File: config.mk
export PLATFORM = sky130hd
export DESIGN_NAME = video_pattern_gen
export DESIGN_NICKNAME = d
export VERILOG_FILES = /design/src/rtl/video_pattern_gen.sv
export SDC_FILE = /design/constraint.sdc
export NUM_CORES = 1
export LEC_CHECK = 0
export BUFFER_PORTS_ARGS = -buffer_cell sky130_fd_sc_hd__buf_2
export CAP_MARGIN = 20
export CORE_ASPECT_RATIO = 1.1
export CORE_MARGIN = 3
export CORE_UTILIZATION = 40
export DETAILED_ROUTE_END_ITERATION = 10
export PLACE_DENSITY = 0.68
export SLEW_MARGIN = 25
export SYNTH_ARGS = -nofsm -noshare
export SYNTH_HDL_FRONTEND = slang
export SYNTH_SLANG_ARGS = --single-unit
export TNS_END_PERCENT = 5
File: constraint.sdc
create_clock -name clk -period 7.8 [get_ports clk]
set_clock_uncertainty 0.15 [all_clocks]
set_input_delay 1.17 -clock clk [delete_from_list [all_inputs] [get_ports clk]]
set_output_delay 1.17 -clock clk [all_outputs]
set_load 0.01 [all_outputs]
File: src/rtl/video_pattern_gen.sv
// video_pattern_gen
//   Raster timing and test-pattern source for the HDMI/TMDS output path,
//   running in the pixel-clock domain. It generates hsync/vsync/DE for the
//   mode described by the parameters, and an RGB test pattern that can be
//   selected at runtime. Every output is registered, so each output reflects
//   the counter state (h,v) one cycle later.
//
// Ports
//   clk          pixel clock
//   rst          synchronous reset, active high
//   i_mode       pattern: 0 solid, 1 colour bars, 2 checker, 3 scrolling gradient
//   i_color      solid colour {R,G,B} for mode 0
//   o_red/o_green/o_blue  colour channels, forced to 0 outside DE
//   o_enable     DE, high in the active region
//   o_hsync      horizontal sync, asserted level HSYNC_POL
//   o_vsync      vertical sync, asserted level VSYNC_POL
//   o_newline    one-cycle pulse at h==0
//   o_newframe   one-cycle pulse at h==0, v==0
//   o_x, o_y     current h / v count
//   o_frame_cnt  completed-frame counter, wraps modulo 2^16
module video_pattern_gen #(
  parameter int H_ACTIVE     = 640,
  parameter int H_FP         = 16,
  parameter int H_SYNC       = 96,
  parameter int H_BP         = 48,
  parameter int V_ACTIVE     = 480,
  parameter int V_FP         = 10,
  parameter int V_SYNC       = 2,
  parameter int V_BP         = 33,
  parameter bit HSYNC_POL    = 1'b0,
  parameter bit VSYNC_POL    = 1'b0,
  parameter int COLOR_W      = 8,
  parameter int CHECKER_LOG2 = 5,
  localparam int H_TOTAL     = H_ACTIVE + H_FP + H_SYNC + H_BP,
  localparam int V_TOTAL     = V_ACTIVE + V_FP + V_SYNC + V_BP,
  localparam int XW          = $clog2(H_TOTAL),
  localparam int YW          = $clog2(V_TOTAL)
) (
  input  logic                   clk,
  input  logic                   rst,
  input  logic [1:0]             i_mode,
  input  logic [3*COLOR_W-1:0]   i_color,
  output logic [COLOR_W-1:0]     o_red,
  output logic [COLOR_W-1:0]     o_green,
  output logic [COLOR_W-1:0]     o_blue,
  output logic                   o_enable,
  output logic                   o_hsync,
  output logic                   o_vsync,
  output logic                   o_newline,
  output logic                   o_newframe,
  output logic [XW-1:0]          o_x,
  output logic [YW-1:0]          o_y,
  output logic [15:0]            o_frame_cnt
);

  localparam int H_SYNC_START = H_ACTIVE + H_FP;
  localparam int H_SYNC_END   = H_SYNC_START + H_SYNC;
  localparam int V_SYNC_START = V_ACTIVE + V_FP;
  localparam int V_SYNC_END   = V_SYNC_START + V_SYNC;
  localparam int BAR_W        = (H_ACTIVE / 8 > 0) ? H_ACTIVE / 8 : 1;
  localparam int PXW          = (BAR_W > 1) ? $clog2(BAR_W) : 1;

  logic [XW-1:0]          h;
  logic [YW-1:0]          v;
  logic [31:0]            hx;
  logic [31:0]            vx;
  logic [15:0]            frame_q;
  logic                   h_last;
  logic                   v_last;
  logic                   at_origin;

  logic [1:0]             mode_q;
  logic [3*COLOR_W-1:0]   color_q;

  logic [2:0]             bar_q;
  logic [PXW-1:0]         px_q;

  logic [1:0]             mode_cur;
  logic [3*COLOR_W-1:0]   color_cur;
  logic [3*COLOR_W-1:0]   rgb;
  logic                   de;
  logic                   hs_act;
  logic                   vs_act;
  logic [31:0]            grad_sum;
  logic [COLOR_W-1:0]     grad;
  logic [COLOR_W-1:0]     chk;

  assign hx        = 32'(h);
  assign vx        = 32'(v);
  assign h_last    = (hx == 32'(H_TOTAL - 1));
  assign v_last    = (vx == 32'(V_TOTAL - 1));
  assign at_origin = (h == '0) && (v == '0);

  // Raster counters; frame counter advances as v wraps so the new value
  // lines up with the (0,0) position it belongs to.
  always_ff @(posedge clk) begin
    if (rst) begin
      h       <= '0;
      v       <= '0;
      frame_q <= '0;
    end else if (h_last) begin
      h <= '0;
      if (v_last) begin
        v       <= '0;
        frame_q <= frame_q + 16'd1;
      end else begin
        v <= v + YW'(1);
      end
    end else begin
      h <= h + XW'(1);
    end
  end

  // Mode and colour are captured only at the frame origin so a change never
  // tears the picture.
  always_ff @(posedge clk) begin
    if (rst) begin
      mode_q  <= '0;
      color_q <= '0;
    end else if (at_origin) begin
      mode_q  <= i_mode;
      color_q <= i_color;
    end
  end

  // Running bar index that tracks h: steps every BAR_W pixels and saturates at
  // the last bar so it absorbs any remainder of H_ACTIVE/8.
  always_ff @(posedge clk) begin
    if (rst || h_last) begin
      bar_q <= '0;
      px_q  <= '0;
    end else if (px_q == PXW'(BAR_W - 1)) begin
      px_q <= '0;
      if (bar_q != 3'd7) begin
        bar_q <= bar_q + 3'd1;
      end
    end else begin
      px_q <= px_q + PXW'(1);
    end
  end

  always_comb begin
    // The origin pixel must already use the newly sampled mode/colour.
    mode_cur  = at_origin ? i_mode  : mode_q;
    color_cur = at_origin ? i_color : color_q;
    de        = (hx < 32'(H_ACTIVE)) && (vx < 32'(V_ACTIVE));
    hs_act    = (hx >= 32'(H_SYNC_START)) && (hx < 32'(H_SYNC_END));
    vs_act    = (vx >= 32'(V_SYNC_START)) && (vx < 32'(V_SYNC_END));
    grad_sum  = hx + 32'(frame_q);
    grad      = grad_sum[COLOR_W-1:0];
    chk       = (hx[CHECKER_LOG2] ^ vx[CHECKER_LOG2]) ? '0 : '1;
    rgb       = '0;
    case (mode_cur)
      2'd0:    rgb = color_cur;
      // Bar order white,yellow,cyan,green,magenta,red,blue,black decodes
      // directly from the index bits.
      2'd1:    rgb = {{COLOR_W{~bar_q[1]}}, {COLOR_W{~bar_q[2]}}, {COLOR_W{~bar_q[0]}}};
      2'd2:    rgb = {chk, chk, chk};
      default: rgb = {grad, grad, grad};
    endcase
    if (!de) begin
      rgb = '0;
    end
  end

  always_ff @(posedge clk) begin
    if (rst) begin
      o_red       <= '0;
      o_green     <= '0;
      o_blue      <= '0;
      o_enable    <= 1'b0;
      o_hsync     <= ~HSYNC_POL;
      o_vsync     <= ~VSYNC_POL;
      o_newline   <= 1'b0;
      o_newframe  <= 1'b0;
      o_x         <= '0;
      o_y         <= '0;
      o_frame_cnt <= '0;
    end else begin
      o_red       <= rgb[3*COLOR_W-1:2*COLOR_W];
      o_green     <= rgb[2*COLOR_W-1:COLOR_W];
      o_blue      <= rgb[COLOR_W-1:0];
      o_enable    <= de;
      o_hsync     <= hs_act ? HSYNC_POL : ~HSYNC_POL;
      o_vsync     <= vs_act ? VSYNC_POL : ~VSYNC_POL;
      o_newline   <= (h == '0);
      o_newframe  <= at_origin;
      o_x         <= h;
      o_y         <= v;
      o_frame_cnt <= frame_q;
    end
  end

endmodule

==> impl_results.md <==
- P_sw: 399 µW
- DRT Pass-1 Iters: 4
- Number of synthesized flops with an enable pin: 0
- VDD IR max: 0.176 mV
- Post-Layout Inst Area: 6600 µm²
- Synthesis-stage register bit count: 137
- First-pass GRT wire length: 20.2 mm
- Placed inst area: 6050 µm²
- # port buffers: 92
- All-Layer GR Usage: 16.7%
- Gate power share: 10.3%
- Clk_lat worst skew: 0.42 ns
- Final Critical Period: 2.99 ns
- Max clock buf depth: 2
- RSZ-0062 raised after global routing: no
- Max-Slew Margin vs Limit: 42.3%
- DRT iter0 DRCs: 215
- Sequential Power Share: 45.6%
- CORE AREA: 13300 µm²
- Layout cells sized above 1: 20.3%
- Slowest stage delay, CP: 0.57 ns
- LEAKAGE: 0.00287 µW
- Number of I/O pins: 93
- Avg Cell Area, Syn: 9.65 µm²
- H-tree level count: 4
- # DRC: 0
- Full die area: 15200 µm²
- Synth warnings: 0
- Post-CTS Hold Fix Bufs: 0
- Nets: 698
- Starting Density: 41.2%
- Max-Cap Viols: 0
- Grt peak-use layer: met2
- Row count: 44
- Post_cts resized: 0
- Final setup TNS: 0 ns
- Worst-path cell chain: inv_1, ha_1, nor2b_1, nand3_2, nor4_4, buf_4, mux2i_1, o211ai_1, a31oi_1
- Setup-failing EPs final: 0
- Clk sinks: 137
- Detail Placement HPWL: 8.71 mm
- Tightest Pin Transition: 0.865 ns
- Startpoint Class: flop
- Gr ovfl total: 0
- Largest net degree at the start of global routing: 88
- Post-Syn Nets: 613
- Vias: 4174
- WP buf/inv: 2
- Post-CTS Setup Bufs: 0
- Synth Flop Type: dfxtp_1
- Worst setup EP type: flop
- Final WL: 12.4 mm
- Status: completed
- Die height: 129 µm
- Ys async rst share: 0%
- Final hold vios: 0
- Max-slew violation count: 0
- TritonCTS clock tree: done
- Commonest non-fill, non-tap cell in the layout: dfxtp_1
- Slowest-stage cell, CP: mux2i_1
- Most frequent cells in the layout: 137 x dfxtp_1, 92 x buf_2, 82 x nor2_1
- WS Path Type: reg2reg
- Met1 usage: 20.6%
- Internal Power: 1250 µW
- Clock buffers created by TritonCTS: 17
- Worst path arrival time: 3.18 ns
- GR Layer Usage met3: 5.63%
- Pwr per Cell Area: 250 nW/µm²
- GPL Wtd Cong: 0.863
- Final worst-path cycle share: 38.3%
- Mapped Area: 5490 µm²
- Seq/Total Area, Yosys: 50.0%
- Cell variety after synth: 47
- Clk slew on worst S/H paths: 0.06 ns
- Met2 Use GR: 26.2%
- Crit path max-delay family: simple AND/OR/NAND/NOR gates
- Sw Ratio: 24.2%
- Clock power frac: 44.2%
- Vias in the first global route: 4139
- Crit-path max FO: 25
- Synth-to-Final Area Change: 20.1%
- Post-DRT Antenna Nets: 0
- Min-delay worst type: reg2reg
- Vias per inst: 4.91
- Clock Tree Root: clkbuf_16
- Mapped Cells: 569
- Max Freq: 0.335 GHz
- Inserted Diodes: 0
- Die Wd: 118 µm
- Initial antenna violation count: 0
- Routed WL per cell: 14.6 µm
- WP data required: 7.99 ns
sequential cells by signal, summed over array words and instances, names as in the netlist:
| name | flops |
|---|---|
| bar_q | 3 |
| o_green | 8 |
| o_newframe | 1 |
| o_newline | 1 |
| o_x | 10 |
| frame_q | 16 |
| o_y | 10 |
| o_vsync | 1 |
| px_q | 7 |
| o_frame_cnt | 16 |
| o_hsync | 1 |
| o_blue | 8 |
| color_q | 24 |
| mode_q | 2 |
| o_red | 8 |
| v | 10 |
| h | 10 |
| o_enable | 1 |
worst paths after layout:
check | startpoint | endpoint | slack (ns) | depth (start not counted)
worst min-delay path | px_q[0]$_SDFF_PP0_ | px_q[0]$_SDFF_PP0_ | 0.29 | 1
worst max register to register | v[1]$_SDFFE_PP0N_ | o_red[3]$_SDFF_PP0_ | 4.81 | 9
worst min register to register | px_q[0]$_SDFF_PP0_ | px_q[0]$_SDFF_PP0_ | 0.29 | 1
worst max-delay path | v[1]$_SDFFE_PP0N_ | o_red[3]$_SDFF_PP0_ | 4.81 | 9
final cells by class:
class / instances / area, µm²
tap: 184 / 230
clock buffer: 20 / 447
clock inverter: 11 / 101
sequential: 137 / 2740
multi-input combinational: 390 / 2540
timing repair buffer: 95 / 483
inverter: 13 / 48.8
fill: 1291 / 6730
per-stage QoR:
stage               power (µW)  util (%)  hold slack (ns)  instances  setup slack (ns)
finish                    1650      49.5            0.289        850              4.81
floorplan                  884         -            0.263        569              5.31
detailed placement         935      45.4            0.282        819              4.74
CTS                       1670      49.5            0.291        850              4.82
global placement           931      45.4            0.272        819              4.83
global route              1720      49.5            0.315        850              4.55
cells in the mapped netlist (2+ instances only):
| master | n | area (µm²) |
|---|---|---|
| mux2_2 | 3 | 33.8 |
| nor2b_1 | 38 | 238 |
| buf_6 | 6 | 67.6 |
| mux2i_1 | 26 | 260 |
| clkbuf_1 | 19 | 71.3 |
| buf_1 | 2 | 7.51 |
| o211ai_1 | 7 | 52.6 |
| nor4_1 | 4 | 25.0 |
| buf_2 | 2 | 10.0 |
| nand4_1 | 9 | 56.3 |
| or2_0 | 3 | 18.8 |
| nor4_4 | 3 | 63.8 |
| and4_1 | 5 | 43.8 |
| and3_1 | 5 | 31.3 |
| nor3b_1 | 3 | 22.5 |
| or3_1 | 5 | 31.3 |
| xnor2_1 | 17 | 149 |
| a31oi_1 | 24 | 150 |
| xor2_1 | 21 | 184 |
| and2_1 | 3 | 18.8 |
| inv_1 | 13 | 48.8 |
| dfxtp_1 | 137 | 2740 |
| or2_2 | 3 | 18.8 |
| a21oi_1 | 10 | 50.1 |
| ha_1 | 15 | 188 |
| nor3_1 | 4 | 20.0 |
| nor2_1 | 82 | 308 |
| a21o_1 | 6 | 45.0 |
| nand3_1 | 13 | 65.1 |
| nand2b_1 | 22 | 138 |
| nand2_1 | 33 | 124 |
| o21a_1 | 4 | 30.0 |
| o21ai_0 | 7 | 35.0 |
| or4_1 | 2 | 15.0 |
metal layers:
metal  vias to the layer above  wire length [µm]
met5                         -                 0
met4                         0               357
met3                        31               687
met2                       130              5590
met1                      1920              5750
li1                       2093                 -
cells by family after synthesis:
| kind of cell | count (synthesis) | share of synthesized area, % |
|---|---|---|
| xor gates and xnor gates | 38 | 6.06 |
| DFF | 137 | 50.0 |
| buffers and inverters | 42 | 3.74 |
| and+or+nand+nor | 239 | 22.9 |
| AOI/OAI and AO/OA | 66 | 7.77 |
| muxes | 31 | 5.83 |
| adders and majority gates | 16 | 3.78 |
power by group through the flow:
stage,clock (µW),sequential [µW],combinational (µW)
final,729,752,169
after global routing,778,756,186
after CTS,746,753,170
after detailed placement,0,767,168
after global placement,0,768,163
after floorplan,0,775,109
Note: power is estimated with default switching activity, not from simulation.
